--- config.mk ---
export PLATFORM = sky130hd
export DESIGN_NAME = npc_lsu
export DESIGN_NICKNAME = d
export VERILOG_FILES = /design/src/rtl/npc_lsu.sv
export SDC_FILE = /design/constraint.sdc
export NUM_CORES = 1
export LEC_CHECK = 0
export CORE_MARGIN = 2
export CORE_UTILIZATION = 45
export CTS_BUF_LIST = sky130_fd_sc_hd__clkbuf_8
export CTS_CLUSTER_DIAMETER = 50
export DETAILED_ROUTE_END_ITERATION = 7
export PLACE_DENSITY = 0.78
export SYNTH_ARGS = -nofsm -noshare
export SYNTH_HDL_FRONTEND = slang
export SYNTH_SLANG_ARGS = --single-unit
--- constraint.sdc ---
create_clock -name clk -period 2.3 [get_ports clk]
set_clock_uncertainty 0.2 [all_clocks]
set_input_delay 0.575 -clock clk [delete_from_list [all_inputs] [get_ports clk]]
set_output_delay 0.575 -clock clk [all_outputs]
set_load 0.02 [all_outputs]
--- src/rtl/npc_lsu.sv ---
// ---------------------------------------------------------------------------
// npc_lsu - load/store unit for the npc core.
//
// Accepts one RV32I load/store at a time from the execute stage, issues it as
// a single handshaked bus transaction with byte strobes, and returns the
// extended load data plus an error code. A transaction is finished by a bus
// response, a bus error, or a wait timeout. Misaligned or illegal requests
// complete without touching the bus.
//
// Ports
//   clk, reset          rising-edge clock, synchronous active-high reset
//   req_*               core request (valid/ready, store flag, funct3,
//                       byte address, store data)
//   rsp_*               core response (valid/ready, load data, error code)
//   mem_req_*, mem_wen, mem_addr, mem_wdata, mem_wmask
//                       bus request, held stable until mem_req_ready
//   mem_rsp_*           bus response (single-cycle valid, data, error)
// ---------------------------------------------------------------------------
module npc_lsu #(
  parameter int ADDR_W  = 32,
  parameter int DATA_W  = 32,
  parameter int TIMEOUT = 255
) (
  input  logic                clk,
  input  logic                reset,
  input  logic                req_valid,
  output logic                req_ready,
  input  logic                req_wen,
  input  logic [2:0]          req_funct3,
  input  logic [ADDR_W-1:0]   req_addr,
  input  logic [31:0]         req_wdata,
  output logic                rsp_valid,
  input  logic                rsp_ready,
  output logic [31:0]         rsp_rdata,
  output logic [1:0]          rsp_err,
  output logic                mem_req_valid,
  input  logic                mem_req_ready,
  output logic                mem_wen,
  output logic [ADDR_W-1:0]   mem_addr,
  output logic [DATA_W-1:0]   mem_wdata,
  output logic [DATA_W/8-1:0] mem_wmask,
  input  logic                mem_rsp_valid,
  input  logic [DATA_W-1:0]   mem_rsp_rdata,
  input  logic                mem_rsp_err
);

  localparam int STRB_W = DATA_W / 8;
  localparam int OFF_W  = $clog2(STRB_W);
  localparam int CNT_W  = (TIMEOUT < 2) ? 1 : $clog2(TIMEOUT + 1);

  localparam logic [1:0] ERR_OK      = 2'b00;
  localparam logic [1:0] ERR_ALIGN   = 2'b01;
  localparam logic [1:0] ERR_BUS     = 2'b10;
  localparam logic [1:0] ERR_TIMEOUT = 2'b11;

  typedef enum logic [1:0] {IDLE, REQ, WAIT, RESP} state_e;

  state_e             state_q, state_d;
  logic               wen_q;
  logic [2:0]         funct3_q;
  logic [ADDR_W-1:0]  addr_q;
  logic [31:0]        wdata_q;
  logic [CNT_W-1:0]   cnt_q;
  logic [31:0]        rdata_q;
  logic [1:0]         err_q;

  // Request screening. Loads reject 011/11x, stores reject 011/1xx.
  logic req_illegal, req_misaligned, req_bad;
  assign req_illegal    = req_wen ? (req_funct3[2] || (req_funct3[1:0] == 2'b11))
                                  : ((req_funct3[1:0] == 2'b11) || (req_funct3[2] && req_funct3[1]));
  assign req_misaligned = ((req_funct3[1:0] == 2'b01) && req_addr[0]) ||
                          ((req_funct3[1:0] == 2'b10) && (req_addr[1:0] != 2'b00));
  assign req_bad        = req_illegal || req_misaligned;

  logic timeout_hit;
  assign timeout_hit = (TIMEOUT != 0) && (cnt_q == CNT_W'(TIMEOUT));

  // Lane offset of the registered request inside one bus word.
  logic [OFF_W-1:0] off;
  assign off = addr_q[OFF_W-1:0];

  // Load extraction: bring the addressed byte to bit 0, then extend.
  logic [DATA_W-1:0] rdata_shift;
  logic [31:0]       load_data;
  always_comb begin
    rdata_shift = mem_rsp_rdata >> {off, 3'b000};
    case (funct3_q)
      3'b000:  load_data = {{24{rdata_shift[7]}}, rdata_shift[7:0]};
      3'b001:  load_data = {{16{rdata_shift[15]}}, rdata_shift[15:0]};
      3'b100:  load_data = {24'h0, rdata_shift[7:0]};
      3'b101:  load_data = {16'h0, rdata_shift[15:0]};
      default: load_data = rdata_shift[31:0];
    endcase
  end

  // State register.
  always_ff @(posedge clk) begin
    if (reset) state_q <= IDLE;
    else       state_q <= state_d;
  end

  // Next-state logic. A timeout abandons a request still waiting in REQ; a
  // response arriving in the same cycle as the timeout in WAIT wins.
  always_comb begin
    // NOTE: default first so every path assigns state_d and no latch is inferred.
    state_d = state_q;
    case (state_q)
      IDLE: if (req_valid)          state_d = req_bad ? RESP : REQ;
      REQ:  if (timeout_hit)        state_d = RESP;
            else if (mem_req_ready) state_d = WAIT;
      WAIT: if (mem_rsp_valid)      state_d = RESP;
            else if (timeout_hit)   state_d = RESP;
      RESP: if (rsp_ready)          state_d = IDLE;
      default:                      state_d = IDLE;
    endcase
  end

  // Request capture, timeout counter and response registers.
  always_ff @(posedge clk) begin
    if (reset) begin
      // NOTE: non-blocking assignments keep every register sampling the
      // pre-edge values, independent of statement order.
      wen_q    <= 1'b0;
      funct3_q <= 3'b000;
      addr_q   <= '0;
      wdata_q  <= '0;
      cnt_q    <= '0;
      rdata_q  <= '0;
      err_q    <= ERR_OK;
    end else begin
      case (state_q)
        IDLE: if (req_valid) begin
          wen_q    <= req_wen;
          funct3_q <= req_funct3;
          addr_q   <= req_addr;
          wdata_q  <= req_wdata;
          cnt_q    <= '0;
          rdata_q  <= '0;
          err_q    <= req_bad ? ERR_ALIGN : ERR_OK;
        end
        REQ: begin
          cnt_q <= cnt_q + CNT_W'(1);
          if (timeout_hit) err_q <= ERR_TIMEOUT;
        end
        WAIT: begin
          cnt_q <= cnt_q + CNT_W'(1);
          if (mem_rsp_valid) begin
            err_q <= mem_rsp_err ? ERR_BUS : ERR_OK;
            if (!mem_rsp_err && !wen_q) rdata_q <= load_data;
          end else if (timeout_hit) begin
            err_q <= ERR_TIMEOUT;
          end
        end
        default: ;
      endcase
    end
  end

  // Outputs, all derived from registered state.
  logic [STRB_W-1:0] size_mask;
  always_comb begin
    size_mask = '0;
    case (funct3_q[1:0])
      2'b00:   size_mask[0]   = 1'b1;
      2'b01:   size_mask[1:0] = 2'b11;
      default: size_mask[3:0] = 4'hF;
    endcase

    req_ready     = (state_q == IDLE);
    mem_req_valid = (state_q == REQ);
    rsp_valid     = (state_q == RESP);
    rsp_rdata     = rdata_q;
    rsp_err       = err_q;
    mem_wen       = wen_q;
    mem_addr      = {addr_q[ADDR_W-1:OFF_W], {OFF_W{1'b0}}};
    mem_wmask     = wen_q ? (size_mask << off) : '0;

    // Replicate the store data so whichever lane the strobes select holds
    // the right byte; alignment guarantees lane off carries wdata[7:0].
    mem_wdata = '0;
    for (int i = 0; i < STRB_W; i++) begin
      case (funct3_q[1:0])
        2'b00:   mem_wdata[i*8 +: 8] = wdata_q[7:0];
        2'b01:   mem_wdata[i*8 +: 8] = wdata_q[(i % 2)*8 +: 8];
        default: mem_wdata[i*8 +: 8] = wdata_q[(i % 4)*8 +: 8];
      endcase
    end
  end

endmodule

==> results.toml <==
[run_status]
outcome = "finished with violations"
failed_checks = "negative setup slack"

[floorplan]
dieArea_um2 = 12900
row_count = 40
chipWidth_um = 114
top_level_ports = 213
coreArea_um2 = 11900
start_util = 0.456
die_h_um = 114

[worst_setup_path]
critPathMaxFanout = 4
crit_path_cell_trace = "buf_12 > buf_12 > clkbuf_16 > mux2_4 > buf_6"
critPathMostFrequentCell = "buf_12"
start_kind = "flop"
cp.arrival_ns = 1.56
crit_family = "buffers and inverters"
crit_buf_inv = 4
cpMaxStageDelayCell = "dfxtp_4"
crit-reg2reg-capture = "rsp_rdata[29]"
cp_data_required_time_ns = 1.52
r2r_start = "state_q[0]"
max_stage_delay_ns = 0.37
r2r_setup_slack_ns = 0.12
crit_type = "reg2out"
reg2reg_depth = 8
startpoint = "funct3_q[1]"
end_kind = "output port"

[clock_tree]
cts_root_buf = "clkbuf_8"
cts_num_sinks = 112
clock_latency_ns = 0.37
path_clk_slew_ns = 0.10
cts_buffer_depth = 2
cts_tree = "done"
ctsHtreeMaxLevel = 3
cts-buffers-inserted = 9
hold_buffers = 0

[synthesis]
ys_seq_area_frac = 0.415
async_reset_ff_frac = 0
netlist_area_um2 = 5410
yosysWarnings = 0
yosys.area.top_type = "dfxtp_1"
ys_top_cells_by_area = "dfxtp_1 41%, nand2_1 10%, a21oi_1 7.5%"
syn_avg_cell_area_um2 = 8.57
ys_ff_latch = 112
ys_types = 52
yosysTopAreaCellShare = 0.415
synthCells = 631
synth_edf_count = 0
synth_flop_cell = "dfxtp_1"

[pwr]
pwr-share-seq = 0.364
finalPower_mw = 6.66
p_int_mw = 4.18
power_frac_comb = 0.458
clkPwrFrac = 0.177
p_switching_mw = 2.48
power.leakage_nw = 3.03
ir_worst_vdd_mv = 0.403
p_per_area_nw_per_um2 = 844
switching_share = 0.372

[route]
via_per_inst = 5.34
drt-wirelength-per-cell_um = 16.5
dr.pass1.iters = 5
wl_um = 15800
vias = 5135
drt_iter0_markers = 213
antenna_left = 0
drc_errors = 0

[hold_path]
min_to = "addr_q[17]"
hold_depth = 2
hold_path_class = "reg2reg"
hp-start = "addr_q[17]"

[sta]
setup_viol = 9
rsz0062_at_grt = "yes"
setup_ws_ns = -0.0387
fin_tns_setup_ns = -0.263
timing.fmax_mhz = 428
slew_violations = 0
fin_hold_ws_ns = 0.259
slew_headroom = 0.476
worst_slew_pin_slew_ns = 0.786
period_needed_ns = 2.34
hold_violations = 0
finalCritPeriodShare = 1.02

[layout]
layout_common_cells = "176 x clkdlybuf4s50_1, 149 x nand2_1, 109 x dfxtp_1"
fin_cells = 962
drive_gt1_frac = 0.157
layout_commonest_cell = "clkdlybuf4s50_1"
num-nets-final = 924
area_growth_pct = 45.8
diodes = 0

[placement]
dp.cells = 941
gp_congestion = 0.913
hpwl_um = 11500
numPortBuffers = 210

[global_routing]
grt_use_met3 = 0.0770
antenna_found_initial = 0
grt_pass1_vias = 5135
grt_usage = 0.239
gr-usage-met2 = 0.417
grt-ovfl-total = 0
grt_busiest_layer = "met2"
grt_max_degree = 74
grtUsageMet1 = 0.278
grt_first_pass_wirelength_um = 25000

[flow_run]
maxCapViolations = 0
[cell usage after synthesis (all sizes together), types with 2 or more instances]
cell       n
a221o      8
xnor2      3
nor2      22
nor3b      3
a211oi     3
nand3      3
nor2b      4
a221oi     9
xor2       2
nor4       3
mux2i     26
dfxtp    112
nand4      2
and2       3
o311a      2
ha         6
nand2b     3
o2bb2ai   15
nand2    150
buf       60
o21ai     17
a211o      9
o21a       3
mux2      25
a21oi     81
nor3      14
inv        5
clkbuf    24
[per-stage QoR]
stage           util  cell area, um^2  setup WS, ns
2_1_floorplan      -             5420        0.0616
3_3_place_gp   0.633             7510        -0.196
3_5_place_dp   0.633             7510        -0.239
4_1_cts        0.651             7720       -0.0769
5_1_grt        0.665             7880       -0.0916
6_report       0.665             7880       -0.0387
[what timing repair did]
action / 4_1_cts / 5_1_grt
cloned: 0 / 2
setup buffers: 4 / 0
pin swaps: 1 / 2
endpoints found under the setup margin: 32 / 35
gates resized for setup: 156 / 51
[cell families after synthesis]
family | count (synthesis) | synth area share
DFF | 112 | 0.415
and+or+nand+nor | 212 | 0.173
buffers and inverters | 89 | 0.104
other | 1 | 0.000693
muxes | 52 | 0.104
adders and majority gates | 6 | 0.0139
AOI/OAI and AO/OA | 154 | 0.182
xor gates and xnor gates | 5 | 0.00810
[area by class of cell]
class / instances / area (um^2)
timing repair buffer: 252 / 2560
clock buffer: 9 / 124
multi-input combinational: 431 / 2670
tap: 147 / 184
sequential: 112 / 2250
fill: 974 / 3980
clock inverter: 6 / 68.8
inverter: 5 / 18.8
[power by group through the flow]
stage / clock network [mW] / logic [mW] / registers [mW]
after floorplan: 0 / 1.82 / 2.45
after global placement: 0 / 2.87 / 2.44
after detailed placement: 0 / 2.92 / 2.46
after CTS: 1.22 / 2.94 / 2.42
after global routing: 1.29 / 3.30 / 2.46
final: 1.18 / 3.05 / 2.42
[routing by layer]
metal / wire length, um / up-vias / part of all wire
met4: 410 / 0 / 0.026
met5: 0 / - / 0
met1: 6420 / 2382 / 0.41
li1: - / 2510 / -
met3: 1320 / 31 / 0.083
met2: 7690 / 212 / 0.49
[worst max-delay path by stage]
stage,end,depth (start not counted)
final,mem_wdata[20],5
after global routing,mem_wdata[14],5
after CTS,mem_wdata[19],5
after detailed placement,rsp_rdata[11],5
after global placement,rsp_rdata[8],5
after floorplan,mem_wdata[24],4
[worst min-delay path: stages, from the launching register on]
cell     delay (ns)
dfxtp_1        0.32
nand2_1        0.05
a21oi_1        0.05
[state kept, by name (all words and copies together) (netlist names)]
register / cells
addr_q: 32
mem_wen: 1
funct3_q: 3
wdata_q: 32
rsp_rdata: 32
rsp_err: 2
cnt_q: 8
state_q: 2
Power figures use the tool's default switching activity.
